`config.mk`:
```
export PLATFORM = sky130hd
export DESIGN_NAME = read_query_arbiter_flat
export DESIGN_NICKNAME = d
export VERILOG_FILES = /design/src/rtl/read_query_arbiter_if.sv /design/src/rtl/read_query_arbiter.sv /design/src/flat_wrapper.sv
export SDC_FILE = /design/constraint.sdc
export NUM_CORES = 1
export LEC_CHECK = 0
export BUFFER_PORTS_ARGS = -buffer_cell sky130_fd_sc_hd__buf_2
export CORE_MARGIN = 8
export CORE_UTILIZATION = 40
export DETAILED_ROUTE_END_ITERATION = 16
export PLACE_DENSITY = 0.69
export SLEW_MARGIN = 20
export SYNTH_ARGS = -nofsm -noshare
export SYNTH_HDL_FRONTEND = slang
export SYNTH_SLANG_ARGS = --single-unit
```
`constraint.sdc`:
```
create_clock -name clk -period 5.4 [get_ports clk]
set_input_delay 0.54 -clock clk [delete_from_list [all_inputs] [get_ports clk]]
set_output_delay 0.54 -clock clk [all_outputs]
set_load 0.01 [all_outputs]
```
`src/rtl/read_query_arbiter_if.sv`:
```
// Lane/RAM-side bundle of the shared base-query port of the read RAM.
// master: lanes + RAM (environment); slave: the arbiter.
interface read_query_arbiter_if #(
    parameter int NUM_REQ = 4,
    parameter int ID_W    = 2
);
    logic                 stall;
    logic [NUM_REQ-1:0]   req;
    logic [NUM_REQ*6-1:0] req_read_num;
    logic [NUM_REQ*7-1:0] req_position;
    logic [NUM_REQ-1:0]   gnt;
    logic [5:0]           ram_query_read_num;
    logic [6:0]           ram_query_position;
    logic [7:0]           ram_query_data;
    logic                 resp_valid;
    logic [ID_W-1:0]      resp_id;
    logic [7:0]           resp_data;
    logic [6:0]           resp_position;
    logic                 busy;

    modport master (
        output stall, req, req_read_num, req_position, ram_query_data,
        input  gnt, ram_query_read_num, ram_query_position,
        input  resp_valid, resp_id, resp_data, resp_position, busy
    );

    modport slave (
        input  stall, req, req_read_num, req_position, ram_query_data,
        output gnt, ram_query_read_num, ram_query_position,
        output resp_valid, resp_id, resp_data, resp_position, busy
    );
endinterface

```
`src/rtl/read_query_arbiter.sv`:
```
// Round-robin arbiter sharing the read RAM base-query port between lanes.
// Optional READ_QUERY_ARB_PERF_EN adds grant_cnt / oor_cnt saturating counters.
module read_query_arbiter #(
    parameter int         NUM_REQ  = 4,
    parameter int         ID_W     = 2,
    parameter int         RAM_LAT  = 4,
    parameter int         READ_LEN = 101,
    parameter logic [7:0] SENTINEL = 8'hFF
) (
    input  logic clk,
    input  logic reset,
    read_query_arbiter_if.slave bus
`ifdef READ_QUERY_ARB_PERF_EN
    ,
    output logic [NUM_REQ*16-1:0] grant_cnt,
    output logic [15:0]           oor_cnt
`endif
);

    logic [ID_W-1:0]    r_ptr;
    logic [RAM_LAT-1:0] r_vld;
    logic [RAM_LAT-1:0] r_oor;
    logic [ID_W-1:0]    r_id  [RAM_LAT];
    logic [6:0]         r_pos [RAM_LAT];

    logic [NUM_REQ-1:0] w_gnt;
    logic               w_gnt_any;
    logic [ID_W-1:0]    w_gnt_id;
    logic [ID_W-1:0]    w_idx;
    logic [5:0]         w_sel_rn;
    logic [6:0]         w_sel_pos;
    logic               w_oor;

    // Scan from the pointer upward; the first asserted request wins.
    always_comb begin
        w_gnt     = '0;
        w_gnt_any = 1'b0;
        w_gnt_id  = '0;
        w_idx     = '0;
        if (!reset && !bus.stall) begin
            for (int i = 0; i < NUM_REQ; i++) begin
                w_idx = ID_W'((int'(r_ptr) + i) % NUM_REQ);
                if (!w_gnt_any && bus.req[w_idx]) begin
                    w_gnt_any    = 1'b1;
                    w_gnt_id     = w_idx;
                    w_gnt[w_idx] = 1'b1;
                end
            end
        end
    end

    always_comb begin
        w_sel_rn  = '0;
        w_sel_pos = '0;
        for (int i = 0; i < NUM_REQ; i++) begin
            if (w_gnt[i]) begin
                w_sel_rn  = bus.req_read_num[i*6 +: 6];
                w_sel_pos = bus.req_position[i*7 +: 7];
            end
        end
    end

    // Out-of-range queries still drive the RAM; their result is replaced downstream.
    assign w_oor = ({25'd0, w_sel_pos} >= 32'(READ_LEN));

    assign bus.gnt                = w_gnt;
    assign bus.ram_query_read_num = w_sel_rn;
    assign bus.ram_query_position = w_sel_pos;

    always_ff @(posedge clk) begin
        if (reset) begin
            r_ptr <= '0;
            r_vld <= '0;
        end else if (!bus.stall) begin
            r_vld[0] <= w_gnt_any;
            for (int i = 1; i < RAM_LAT; i++) begin
                r_vld[i] <= r_vld[i-1];
            end
            if (w_gnt_any) begin
                r_ptr <= (w_gnt_id == ID_W'(NUM_REQ - 1)) ? '0 : w_gnt_id + ID_W'(1);
            end
        end
    end

    always_ff @(posedge clk) begin
        if (!bus.stall) begin
            r_id[0]  <= w_gnt_id;
            r_pos[0] <= w_sel_pos;
            r_oor[0] <= w_oor;
            for (int i = 1; i < RAM_LAT; i++) begin
                r_id[i]  <= r_id[i-1];
                r_pos[i] <= r_pos[i-1];
                r_oor[i] <= r_oor[i-1];
            end
        end
    end

    // A stalled cycle holds the last stage, so gating by stall gives one pulse per query.
    assign bus.resp_valid    = r_vld[RAM_LAT-1] & ~bus.stall & ~reset;
    assign bus.resp_id       = r_id[RAM_LAT-1];
    assign bus.resp_position = r_pos[RAM_LAT-1];
    assign bus.resp_data     = r_oor[RAM_LAT-1] ? SENTINEL : bus.ram_query_data;
    assign bus.busy          = |r_vld;

`ifdef READ_QUERY_ARB_PERF_EN
    logic [15:0] r_grant_cnt [NUM_REQ];
    logic [15:0] r_oor_cnt;

    always_ff @(posedge clk) begin
        if (reset) begin
            for (int i = 0; i < NUM_REQ; i++) begin
                r_grant_cnt[i] <= '0;
            end
            r_oor_cnt <= '0;
        end else if (w_gnt_any) begin
            if (r_grant_cnt[w_gnt_id] != 16'hFFFF) begin
                r_grant_cnt[w_gnt_id] <= r_grant_cnt[w_gnt_id] + 16'd1;
            end
            if (w_oor && r_oor_cnt != 16'hFFFF) begin
                r_oor_cnt <= r_oor_cnt + 16'd1;
            end
        end
    end

    always_comb begin
        for (int i = 0; i < NUM_REQ; i++) begin
            grant_cnt[i*16 +: 16] = r_grant_cnt[i];
        end
    end
    assign oor_cnt = r_oor_cnt;
`endif

endmodule
```
`src/flat_wrapper.sv`:
```
// flat-port wrapper written by rule: the top's interface ports become plain ports
module read_query_arbiter_flat 
#(
    parameter int         NUM_REQ  = 4,
    parameter int         ID_W     = 2,
    parameter int         RAM_LAT  = 4,
    parameter int         READ_LEN = 101,
    parameter logic [7:0] SENTINEL = 8'hFF
)
  (clk, reset, bus_stall, bus_req, bus_req_read_num, bus_req_position, bus_ram_query_data, bus_gnt, bus_ram_query_read_num, bus_ram_query_position, bus_resp_valid, bus_resp_id, bus_resp_data, bus_resp_position, bus_busy);
  read_query_arbiter_if #(.NUM_REQ(NUM_REQ), .ID_W(ID_W)) bus_i ();
  input  logic clk;
  input  logic reset;
  input wire logic [$bits(bus_i.stall)-1:0] bus_stall;
  input wire logic [$bits(bus_i.req)-1:0] bus_req;
  input wire logic [$bits(bus_i.req_read_num)-1:0] bus_req_read_num;
  input wire logic [$bits(bus_i.req_position)-1:0] bus_req_position;
  input wire logic [$bits(bus_i.ram_query_data)-1:0] bus_ram_query_data;
  output wire logic [$bits(bus_i.gnt)-1:0] bus_gnt;
  output wire logic [$bits(bus_i.ram_query_read_num)-1:0] bus_ram_query_read_num;
  output wire logic [$bits(bus_i.ram_query_position)-1:0] bus_ram_query_position;
  output wire logic [$bits(bus_i.resp_valid)-1:0] bus_resp_valid;
  output wire logic [$bits(bus_i.resp_id)-1:0] bus_resp_id;
  output wire logic [$bits(bus_i.resp_data)-1:0] bus_resp_data;
  output wire logic [$bits(bus_i.resp_position)-1:0] bus_resp_position;
  output wire logic [$bits(bus_i.busy)-1:0] bus_busy;
  assign bus_i.stall = bus_stall;
  assign bus_i.req = bus_req;
  assign bus_i.req_read_num = bus_req_read_num;
  assign bus_i.req_position = bus_req_position;
  assign bus_i.ram_query_data = bus_ram_query_data;
  assign bus_gnt = bus_i.gnt;
  assign bus_ram_query_read_num = bus_i.ram_query_read_num;
  assign bus_ram_query_position = bus_i.ram_query_position;
  assign bus_resp_valid = bus_i.resp_valid;
  assign bus_resp_id = bus_i.resp_id;
  assign bus_resp_data = bus_i.resp_data;
  assign bus_resp_position = bus_i.resp_position;
  assign bus_busy = bus_i.busy;
  read_query_arbiter #(.NUM_REQ(NUM_REQ), .ID_W(ID_W), .RAM_LAT(RAM_LAT), .READ_LEN(READ_LEN), .SENTINEL(SENTINEL)) u_core (.clk(clk), .reset(reset), .bus(bus_i));
endmodule
```
### Word-level counts from Yosys, hierarchy flattened

Memory sizes are Yosys's and may differ from the RTL's.
Cells that the tools add are included.

* add/subtract/negate cells: 4
* equality and inequality tests: 1
* magnitude comparators: 9
* bitwise gates (word level): 7
* reduce and logical (&&, ||, !) cells: 15
* multiplexer cells: 48

Operators with widths (number)
* $mux W4: 8
* $mux W7: 4
* $mux W6: 4
* $mux W1: 17
* $lt A2 B3 Y1 const B: 4
* $mux W2: 6
* $or A4 B4 Y4: 3
* $bmux W1 S2: 4
* $demux W1 S2: 4
* $ge A2 B1 Y1 const B: 4
* $logic_and A1 B1 Y1: 8
* $mux W8: 1
* $ge A7 B7 Y1 const B: 1
* $logic_not A1 Y1: 5
* $add A2 B1 Y2 const B: 2
* $add A2 B2 Y2 const B: 2
* $reduce_or A4 Y1: 1
* $and A1 B1 Y1: 2
* $eq A2 B2 Y1 const B: 1
* $not A1 Y1: 2
* $reduce_and A2 Y1: 1

* word-level logic and storage cells: 89
* bits in writable memories: 36
* bits of input ports: 67
* output and inout port bits: 36
* register bits after elaboration: 10
* memories: 2

Memory list
* u_core.r_pos: depth 4, width 7, read ports 4, clocked after memory_dff 0, write ports 4, RTL line read_query_arbiter.sv:24 `logic [6:0] r_pos [RAM_LAT];`
* u_core.r_id: depth 4, width 2, read ports 4, clocked after memory_dff 0, write ports 4, RTL line read_query_arbiter.sv:23 `logic [ID_W-1:0] r_id [RAM_LAT];`

### Depth between registers and ports, before layout

Gate-level depths: netlist of run 1.

* word-level depth: 21
* depth in mapped cells: 14
* depth with buffers taken out: 11

### Worst setup path after synthesis of run 1

No wires, ideal clock.

* kind: reg-to-output
* start point: register u_core.r_ptr[0]
* end point: output port bus_ram_query_read_num[0]
* buffers on the path: 6
* path slack: 1.452 ns
* arrival time: 3.408 ns
* stages on the path, launching flop included: 15
* data required time: 4.860 ns
* cell sequence: dfxtp_1 > buf_6 > clkbuf_1 > inv_1 > ha_1 > buf_2 > mux4_1 > nor4b_2 > and2_2 > o2bb2ai_1 > buf_4 > clkbuf_1 > buf_2 > nand2_1 > o31ai_1

* elaborated cells on any way between the ends: 58
* classes of those cells: add/sub: 3; order compare: 8; mux: 34; bitwise: 3; reduce/logical: 10

RTL lines
* from (decl): RTL line read_query_arbiter.sv:20 `logic [ID_W-1:0] r_ptr;`
* from (signal assigned): RTL line read_query_arbiter.sv:80 `r_ptr <= (w_gnt_id == ID_W'(NUM_REQ - 1)) ? '0 : w_gnt_id + ID_W'(1);`
* branches (longest 14 deep; another with $lt A2 B3 Y1)
* $mux W4 (*): RTL line read_query_arbiter.sv:43 `if (!w_gnt_any && bus.req[w_idx]) begin`
* $mux W4 (*): RTL line read_query_arbiter.sv:40 `if (!reset && !bus.stall) begin`
* net bus_gnt[3]: RTL line flat_wrapper.sv:19 `output wire logic [$bits(bus_i.gnt)-1:0] bus_gnt;`
* $mux W6 (*): RTL line read_query_arbiter.sv:56 `if (w_gnt[i]) begin`
* to (decl): RTL line flat_wrapper.sv:20 `output wire logic [$bits(bus_i.ram_query_read_num)-1:0] bus_ram_query_read_num;`

Mark *: on every way through the listed nets, which the timed path passes. The select of a mux whose other input is x is not followed.

### Final worst setup path of run 1

* start point: register u_core.r_ptr[1]
* end point: output port bus_ram_query_position[6]

* longest elaborated chain between the ends: 20
* elaborated cells on any way between the ends: 58
* classes of those cells: add/sub: 3; order compare: 8; mux: 34; bitwise: 3; reduce/logical: 10

Ends and longest elaborated chain
* branches (longest 14 deep; another with $lt A2 B3 Y1)
* $mux W4 (*): RTL line read_query_arbiter.sv:43
* $mux W4 (*): RTL line read_query_arbiter.sv:40
* $mux W7 (3 in a row): RTL line read_query_arbiter.sv:56
* $mux W7 (*): RTL line read_query_arbiter.sv:56
* to (decl): RTL line flat_wrapper.sv:21 `output wire logic [$bits(bus_i.ram_query_position)-1:0] bus_ram_query_position;`

Every way passes the cells marked *. The select of a mux whose other input is x is not followed.

==> out/results.ini, run 1 <==
[drt]
drc_errors=0
first_iter_violations=95
vias_per_cell=5.381
num_vias=2077
ant_nets=0
drt-total-wl_um=6064
wl_per_cell_um=15.71
drtPass1Iterations=4

[power_and_ir_drop]
power.total_mw=0.8358
power_density_nw_per_um2=263.7
ir_drop_mv=0.1271
p_leak_nw=1.355

[critical_path]
rr_endpoint=u_core.r_oor[0]$_DFFE_PN_
r2r_start=u_core.r_ptr[1]$_SDFFE_PP0P_
critPathTopFamily=compound AO/OA/AOI/OAI gates
worstSetupEndpointType=output port
startpoint=u_core.r_ptr[1]$_SDFFE_PP0P_
crit_chain=inv_1, ha_1, mux4_1, nor4b_2, and2_2, o2bb2ai_1, a221oi_1, o31ai_1, buf_2
path_class=flop to output port
crit_cells=9
rrSetupSlack_ns=1.13
endpoint=bus_ram_query_position[6]
crit_buf_inv=2
critical-path-max-stage-delay_ns=0.59
cp.required_ns=4.86
ff2ff_path_depth=10
critPathArrivalTime_ns=4.04
cp_max_fo=14
startpoint_type=flop
slowest_stage=dfxtp_1

[synth]
avgSynthCellArea_um2=12.09
synth_fp_nets=285
synthFlopType=edfxtp_1
synth-async-reset-ratio_pct=0
synth_cells=209
syn_area_um2=2526
synth_edf_count=40
synth.distinct_cells=51
synth_seq_area_share_pct=52.30
yosys_warnings=0
synth-seq-cells=46

[die]
die_area_um2=9115
die_h_um=95.47
die_w_um=95.47
std_cell_rows=29
core_um2=6241
pin_count=103
start_util_pct=40.48

[global_route]
grt-ovfl-total=0
grt_max_degree=41
grt_pass1_wl_um=9425
antenna_found_initial=0
first_global_vias=2047
grtUsageTotal_pct=12.82

[cts]
clk_latency_ns=0.29
cts-root-buf=clkbuf_8
cts_hold_buffers=0
clk_pin_slew_worst_paths_ns=0.08
clockBufferDepth=2
cts.repair.resized=0
cts_sinks=46
post_cts_buffers=0
cts_made_buffers=5
cts_tree=yes
htreeDepth=2

[final_layout]
utilization_pct=50.78
diodes=0
nNetsFinal=384
syn_to_final_growth_pct=25.46
layout-drive-gt1-share_pct=43.37

[sta]
rsz0062_at_grt=no
hold_viol=0
relSlewSlack_pct=33.41
clock_skew_ns=0.007163
slew_violations=0
tightest_slew_ns=0.9989
fin_crit_ns=4.582
fin_setup_tns_ns=0
finalCritPeriodShare_pct=84.85
finalSetupViolCount=0
max_freq_mhz=218.2

[hold_path]
hold_class=flop to flop

[job]
maxCapViolations=0

[placement]
gp_congestion=0.8819
hpwlAfterDp_um=4720
io_buffer_count=102

[run_status]
outcome=finished, final reports clean

==> flip-flops by register name, summed over array words and instances, names as in the netlist <==
name / count
u_core.r_oor: 4
u_core.r_pos: 28
u_core.r_vld: 4
u_core.r_id: 8
u_core.r_ptr: 2
==> logic make-up (layout without fill, tap and decap cells) <==
| kind of cell | count (synthesis) | in the layout | synth area share [%] |
|---|---|---|---|
| xor+xnor | 1 | 1 | 0.3468 |
| compound gates | 51 | 51 | 16.54 |
| buf+inv | 20 | 120 | 4.110 |
| simple gates | 68 | 68 | 14.46 |
| mux | 14 | 14 | 7.776 |
| fa+ha+maj | 9 | 9 | 4.458 |
| flops | 46 | 46 | 52.30 |
==> final cells by class <==
cell class	instances	area [um2]
sequential	46	1321
timing repair buffer	105	533.0
tap	77	96.34
inverter	7	26.28
clock inverter	3	16.27
multi-input combinational	143	1107
fill	563	3072
clock buffer	5	68.82
==> routing by layer <==
layer	vias up	track usage (%)	routed length [um]
li1	1007	-	-
met1	983	14.52	2464
met2	80	21.92	2918
met3	7	5.118	614
met4	0	3.457	67
met5	-	0	0
==> worst min-delay path by stage <==
stage	depth (start not counted)	slack, ns	end	from
global route	0	0.42	u_core.r_pos[2][2]$_DFFE_PN_	u_core.r_pos[1][2]$_DFFE_PN_
floorplan	0	0.40	u_core.r_id[1][0]$_DFFE_PN_	u_core.r_id[0][0]$_DFFE_PN_
global placement	0	0.40	u_core.r_pos[1][5]$_DFFE_PN_	u_core.r_pos[0][5]$_DFFE_PN_
finish	0	0.42	u_core.r_oor[2]$_DFFE_PN_	u_core.r_oor[1]$_DFFE_PN_
CTS	0	0.42	u_core.r_pos[2][4]$_DFFE_PN_	u_core.r_pos[1][4]$_DFFE_PN_
detailed placement	0	0.40	u_core.r_pos[2][4]$_DFFE_PN_	u_core.r_pos[1][4]$_DFFE_PN_
==> worst register-to-register path, stage by stage (launching register included) <==
cell and delay [ns]:
dfxtp_1 0.59, inv_1 0.21, ha_1 0.47, mux4_1 0.49, a221o_1 0.42, a32oi_2 0.57
inv_2 0.26, a211o_1 0.32, o211a_1 0.24, a2bb2oi_1 0.16, o311a_1 0.29
==> where the power goes <==
group	leakage (nW)	internal [mW]	switching [mW]
Combinational	0.865	0.0930	0.119
Clock	0.0416	0.0885	0.107
Sequential	0.449	0.420	0.00910
Total	1.36	0.601	0.235
==> cell usage after synthesis (2+ instances only) <==
master | number | share of area [%]
buf_2 | 5 | 0.99
o22ai_1 | 2 | 0.50
o31ai_1 | 10 | 3.0
nand2_1 | 13 | 1.9
nor3_1 | 2 | 0.40
a211o_1 | 3 | 1.0
a32oi_1 | 2 | 0.69
o2bb2ai_1 | 2 | 0.69
mux4_2 | 3 | 2.7
o21ai_1 | 2 | 0.40
mux2i_1 | 8 | 3.2
nor2_1 | 21 | 3.1
buf_6 | 2 | 0.89
clkbuf_1 | 4 | 0.59
a221oi_1 | 9 | 3.1
nor2_2 | 2 | 0.50
or3_1 | 2 | 0.50
nand2b_1 | 5 | 1.2
o211a_1 | 2 | 0.79
or2_2 | 8 | 2.0
mux2_2 | 2 | 0.89
inv_1 | 6 | 0.89
a22oi_1 | 5 | 1.5
nor3b_1 | 5 | 1.5
ha_1 | 9 | 4.5
buf_4 | 2 | 0.59
edfxtp_1 | 40 | 48
dfxtp_1 | 6 | 4.8
or4_1 | 2 | 0.59
o21ai_0 | 3 | 0.59
and2_1 | 2 | 0.50
==> stage by stage <==
stage                     worst slack, ns  area (um2)  hold WS (ns)  instances
final                              0.8178        3169        0.4197        386
after global routing               0.5177        3169        0.4212        386
after CTS                          0.8490        3169        0.4152        386
after detailed placement            1.163        3084        0.4045        378
after global placement              1.302        3084        0.4006        378
after floorplan                     1.452        2526        0.4003        209
==> cell usage in the layout, fill, tap and decap left out, types with 2 or more instances in the layout <==
| cell type | netlist | layout |
|---|---|---|
| edfxtp_1 | 40 | 40 |
| nand2b_1 | 5 | 5 |
| o21ai_0 | 3 | 3 |
| mux2i_1 | 8 | 8 |
| clkbuf_8 | 0 | 5 |
| a211o_1 | 3 | 3 |
| buf_2 | 5 | 102 |
| nor2_2 | 2 | 2 |
| a22oi_1 | 5 | 5 |
| or2_2 | 8 | 8 |
| nor3_1 | 2 | 2 |
| or4_1 | 2 | 2 |
| nor2_1 | 21 | 21 |
| mux4_2 | 3 | 3 |
| buf_4 | 2 | 3 |
| o211a_1 | 2 | 2 |
| a221oi_1 | 9 | 9 |
| o21ai_1 | 2 | 2 |
| nand2_1 | 13 | 13 |
| o22ai_1 | 2 | 2 |
| nor3b_1 | 5 | 5 |
| ha_1 | 9 | 9 |
| and2_1 | 2 | 2 |
| or3_1 | 2 | 2 |
| mux2_2 | 2 | 2 |
| o31ai_1 | 10 | 10 |
| a32oi_1 | 2 | 2 |
| dfxtp_1 | 6 | 6 |
| inv_1 | 6 | 6 |
No activity file was read; power rests on OpenSTA's default activity.
==> run 2: changes to the inputs <==
--- a/config.mk
+++ b/config.mk
@@ -9,7 +9,7 @@
 export CORE_MARGIN = 8
 export CORE_UTILIZATION = 40
 export DETAILED_ROUTE_END_ITERATION = 16
-export PLACE_DENSITY = 0.69
+export PLACE_DENSITY = 0.72
 export SLEW_MARGIN = 20
 export SYNTH_ARGS = -nofsm -noshare
 export SYNTH_HDL_FRONTEND = slang
==> constraint.sdc (replaced) <==
create_clock -name clk -period 3.7 [get_ports clk]
set_input_delay 0.37 -clock clk [delete_from_list [all_inputs] [get_ports clk]]
set_output_delay 0.37 -clock clk [all_outputs]
set_load 0.01 [all_outputs]
==> out/results.ini, run 2 (same netlist as run 1, synthesis figures left out) <==
[placement]
gp_congestion=0.7981  ; -9.5%
hpwlAfterDp_um=4751  ; +0.66%
place_inst=384  ; +1.6%
placed_area_um2=3129  ; +1.5%
io_buffer_count=102  ; unchanged
post-place-ws_ns=0.2013  ; -0.9618 ns

[critical_path]
worstSetupEndpointType=output port
rr_endpoint=u_core.r_oor[0]$_DFFE_PN_
cp_max_fo=23  ; +9
startpoint=u_core.r_ptr[0]$_SDFFE_PP0P_
startpoint_type=flop
critPathArrivalTime_ns=3.13  ; -0.91 ns
r2r_start=u_core.r_ptr[0]$_SDFFE_PP0P_
ff2ff_path_depth=9  ; -1
rrSetupSlack_ns=0.32  ; -0.81 ns
path_class=flop to output port
endpoint=bus_ram_query_position[0]
cp.required_ns=3.33  ; -1.53 ns

[sta]
setup_ws_ns=0.1979  ; -0.6200 ns
hold_viol=0  ; unchanged
finalCritPeriodShare_pct=94.65
slew_violations=0  ; unchanged
max_freq_mhz=285.5
clock_skew_ns=0.005960  ; -0.001203 ns
tightest_slew_ns=0.5328  ; -0.4661 ns
finalSetupViolCount=0  ; unchanged
relSlewSlack_pct=64.48  ; +31 points
fin_crit_ns=3.502

[die]
pin_count=103  ; unchanged
die_area_um2=9115  ; unchanged
die_w_um=95.47  ; unchanged
std_cell_rows=29  ; unchanged
die_h_um=95.47  ; unchanged
start_util_pct=40.48  ; unchanged
core_um2=6241  ; unchanged

[global_route]
first_global_vias=2068  ; +1.0%
grt-ovfl-total=0  ; unchanged
grtUsageTotal_pct=13.14  ; +0.32 points
grt_pass1_wl_um=9515  ; +0.95%
antenna_found_initial=0  ; unchanged
grt_max_degree=41  ; unchanged

[cts]
cts_made_buffers=5  ; unchanged
cts_tree=yes
htreeDepth=2  ; unchanged
clk_pin_slew_worst_paths_ns=0.08  ; about the same
cts_sinks=46  ; unchanged
cts-root-buf=clkbuf_8
cts_hold_buffers=0  ; unchanged
clk_latency_ns=0.28  ; about the same
clockBufferDepth=2  ; unchanged

[run_status]
outcome=finished, final reports clean

[hold_path]
hold_class=primary input to flop

[power_and_ir_drop]
power_density_nw_per_um2=394.4  ; +50%
p_leak_nw=1.422  ; +4.9%
ir_drop_mv=0.2558  ; +100%
power.total_mw=1.303  ; +56%

[final_layout]
largestRegisters=u_core.r_pos x28, u_core.r_id x8
nNetsFinal=392  ; +2.1%
multiInputGateArea_um2=1164  ; +5.1%
layout-drive-gt1-share_pct=46.84  ; +3.5 points
largest_register_ffs=28  ; unchanged
largest_register=u_core.r_pos
regArea_um2=1321  ; unchanged
utilization_pct=52.93  ; +2.1 points
fillers=563  ; unchanged
syn_to_final_growth_pct=30.76
diodes=0  ; unchanged
final_common_cell=buf_2
layout_common_cells=102 x buf_2, 40 x edfxtp_1, 21 x nor2_1
final_cells=393  ; +1.8%
final_area_um2=3303  ; +4.2%

[job]
maxCapViolations=0  ; unchanged

[drt]
ant_nets=0  ; unchanged
first_iter_violations=77  ; -19%
drt-total-wl_um=6149  ; +1.4%
drtPass1Iterations=4  ; unchanged
wl_per_cell_um=15.65  ; -0.40%
vias_per_cell=5.300  ; -1.5%
num_vias=2083  ; +0.29%
drc_errors=0  ; unchanged

==> run 2: layout make-up <==
type | instances | share of cell area (%)
flip-flops and latches | 46 | 40.00
multi-input cells | 143 | 35.23
repair buffers | 113 | 17.95
well taps | 77 | 2.917
clock buffers | 5 | 2.083
clock inverters | 2 | 1.023
inverters | 7 | 0.7955
==> run 2: worst min path at each step <==
stage	start	cells after the start	end
global route	reset	2	u_core.r_vld[3]$_SDFFE_PP0N_
finish	reset	2	u_core.r_vld[2]$_SDFFE_PP0N_
CTS	reset	2	u_core.r_vld[2]$_SDFFE_PP0N_
global placement	u_core.r_id[2][0]$_DFFE_PN_	0	u_core.r_id[3][0]$_DFFE_PN_
detailed placement	u_core.r_id[2][0]$_DFFE_PN_	0	u_core.r_id[3][0]$_DFFE_PN_
floorplan	u_core.r_id[0][0]$_DFFE_PN_	0	u_core.r_id[1][0]$_DFFE_PN_
==> run 2: metal layers <==
| metal | share of wire [%] | track usage, % |
|---|---|---|
| met1 | 40 | 13.98 |
| met2 | 49 | 23.30 |
| met3 | 11 | 6.142 |
| met4 | 0.59 | 2.689 |
| met5 | 0 | 0 |
==> run 2: through the flow <==
stage	TNS (ns)	hold WS (ns)
3_5_place_dp	0	0.4045
6_report	0	0.3617
2_1_floorplan	0	0.4003
5_1_grt	-0.01131	0.3716
3_3_place_gp	0	0.4013
4_1_cts	0	0.3516
==> run 2: power breakdown <==
group	leakage (nW)	internal (mW)	switching, mW
clock	0.0517	0.195	0.144
combinational	0.921	0.153	0.188
sequential	0.449	0.612	0.0105
total	1.42	0.961	0.342
==> run 2: timing repair <==
item / in CTS / in global routing
endpoints found under the setup margin: 5 / 9
gates resized for setup: 3 / 7
setup buffers: 0 / 2
==> run 2: critical path, cell delays in order, from the launching register on <==
cell and delay, ns:
dfxtp_1 0.33, buf_4 0.27, mux4_2 0.62, nor2b_4 0.17, a221oi_1 0.48, o2bb2ai_4 0.24, or3_1 0.39, o211a_1 0.18
buf_2 0.16
==> run 3: changes to the inputs <==
--- a/config.mk
+++ b/config.mk
@@ -10,6 +10,8 @@
 export CORE_UTILIZATION = 40
 export DETAILED_ROUTE_END_ITERATION = 16
 export PLACE_DENSITY = 0.72
+export RECOVER_POWER = 50
+export SKIP_LAST_GASP = 1
 export SLEW_MARGIN = 20
 export SYNTH_ARGS = -nofsm -noshare
 export SYNTH_HDL_FRONTEND = slang
==> out/results.ini, run 3 (same netlist as run 1, synthesis figures left out) <==
[run_status]
outcome=finished, violations left
violations=max-capacitance violations, max-slew violations

[die]
die_w_um=95.47  ; unchanged
pin_count=103  ; unchanged
core_um2=6241  ; unchanged
start_util_pct=40.48  ; unchanged
die_h_um=95.47  ; unchanged
std_cell_rows=29  ; unchanged
die_area_um2=9115  ; unchanged

[power_and_ir_drop]
ir_drop_mv=0.2555  ; about the same
power_density_nw_per_um2=395.0  ; +0.15%
p_leak_nw=1.415  ; -0.45%
power.total_mw=1.303  ; about the same

[drt]
vias_per_cell=5.303  ; about the same
drtPass1Iterations=4  ; unchanged
wl_per_cell_um=15.62  ; -0.16%
num_vias=2084  ; +0.048%
ant_nets=0  ; unchanged
drc_errors=0  ; unchanged
first_iter_violations=77  ; unchanged
drt-total-wl_um=6139  ; -0.16%

[sta]
hold_viol=0  ; unchanged
setup_ws_ns=0.2008  ; +0.002940 ns
fin_setup_tns_ns=0  ; unchanged
finalSetupViolCount=0  ; unchanged
max_freq_mhz=285.8  ; about the same
finalCritPeriodShare_pct=94.57  ; about the same
tightest_slew_ns=2.030  ; +1.497 ns
slew_violations=41  ; +41
fin_crit_ns=3.499  ; -0.002940 ns
clock_skew_ns=0.005848  ; -0.0001121 ns
relSlewSlack_pct=-35.34  ; -100 points

[global_route]
grt-ovfl-total=0  ; unchanged
met2_usage_pct=23.30  ; unchanged
grt_pass1_wl_um=9515  ; unchanged
busiest_layer=met2
antenna_found_initial=0  ; unchanged
gr-usage-met1_pct=13.98  ; unchanged
grtUsageTotal_pct=13.14  ; unchanged
first_global_vias=2068  ; unchanged
grt_max_degree=41  ; unchanged
grtUsageMet3_pct=6.142  ; unchanged

[final_layout]
syn_to_final_growth_pct=30.56
utilization_pct=52.85  ; -0.080 points
largest_register_ffs=28  ; unchanged
largestRegisters=u_core.r_pos x28, u_core.r_id x8
layout_common_cells=101 x buf_2, 40 x edfxtp_1, 21 x nor2_1
nNetsFinal=392  ; unchanged
diodes=0  ; unchanged
largest_register=u_core.r_pos
final_cells=393  ; unchanged
layout-drive-gt1-share_pct=46.20  ; -0.63 points
final_common_cell=buf_2

[cts]
clk_pin_slew_worst_paths_ns=0.08  ; about the same
cts_made_buffers=5  ; unchanged
cts_tree=yes
htreeDepth=2  ; unchanged
cts_hold_buffers=0  ; unchanged
clk_latency_ns=0.28  ; about the same
clockBufferDepth=2  ; unchanged
cts-root-buf=clkbuf_8
cts_sinks=46  ; unchanged

[hold_path]
hp-start=reset
hold_class=primary input to flop

[critical_path]
startpoint=u_core.r_ptr[0]$_SDFFE_PP0P_
critPathArrivalTime_ns=3.13  ; about the same
slowest_stage=mux4_2
worstSetupEndpointType=output port
critical-path-max-stage-delay_ns=0.62  ; about the same
path_class=flop to output port
startpoint_type=flop
crit_chain=buf_4, mux4_2, nor2b_4, a221oi_1, o2bb2ai_4, or3_1, o211a_1, buf_2
critPathTopFamily=compound AO/OA/AOI/OAI gates
cp.required_ns=3.33  ; about the same
r2r_start=u_core.r_ptr[0]$_SDFFE_PP0P_
crit_buf_inv=2  ; unchanged
cp_max_fo=23  ; unchanged

[placement]
hpwlAfterDp_um=4751  ; unchanged
gp_congestion=0.7981  ; unchanged
post-place-ws_ns=0.2013  ; unchanged
place_inst=384  ; unchanged
io_buffer_count=102  ; unchanged

[job]
maxCapViolations=1  ; +1

[run 3: cell types whose count changed in the layout (fill, tap and decap cells not counted), sizes merged]
cell and change:
clkbuf +2, buf -2
[run 3: metrics by stage]
stage          hold WS (ns)  cell area [um2]
6_report             0.3620             3298
5_1_grt              0.3716             3298
4_1_cts              0.3516             3239
3_5_place_dp         0.4045             3129
3_3_place_gp         0.4013             3129
2_1_floorplan        0.4003             2527
[run 3: what timing repair did]
action | 4_1_cts | 5_1_grt
pin swaps | 0 | 0
endpoints found under the setup margin | 5 | 9
resized for setup | 3 | 7
setup buffers | 0 | 2
endpoints found under the hold margin | 0 | 0
[run 3: layout make-up]
| class | instances | area [um2] |
|---|---|---|
| Clock buffer | 5 | 68.82 |
| Timing Repair Buffer | 113 | 588.1 |
| Fill cell | 561 | 2943 |
| Tap cell | 77 | 96.34 |
| Clock inverter | 2 | 33.78 |
| Multi-Input combinational cell | 143 | 1164 |
| Sequential cell | 46 | 1321 |
| Inverter | 7 | 26.28 |
[run 3: worst register-to-register path: cells and delay by family (launching register included)]
family                 cells  cell delay [ns]
buffers and inverters      1             0.27
flip-flops                 1             0.33
AO/OA/AOI/OAI              5             1.34
AND/OR/NAND/NOR            2             0.57
multiplexers               1             0.62
[run 3: layer usage]
layer	wire (um)	vias up	share of wire, %
li1	-	1017	-
met1	2439	970	40
met2	2986	92	49
met3	677	5	11
met4	36	0	0.59
met5	0	-	0
[run 3: power by group]
| group | leakage [nW] | total (mW) | switching (mW) | internal, mW |
|---|---|---|---|---|
| clock | 0.0517 | 0.339 | 0.144 | 0.195 |
| sequential | 0.449 | 0.624 | 0.0104 | 0.614 |
| combinational | 0.915 | 0.340 | 0.188 | 0.153 |
[run 3: worst paths after layout]
path,end,slack [ns],cells past startpoint
worst max register to register,u_core.r_oor[0]$_DFFE_PN_,0.32,9
worst min register to register,u_core.r_pos[3][2]$_DFFE_PN_,0.42,0
worst max-delay path,bus_ram_query_position[0],0.20,8
worst min-delay path,u_core.r_vld[2]$_SDFFE_PP0N_,0.36,2
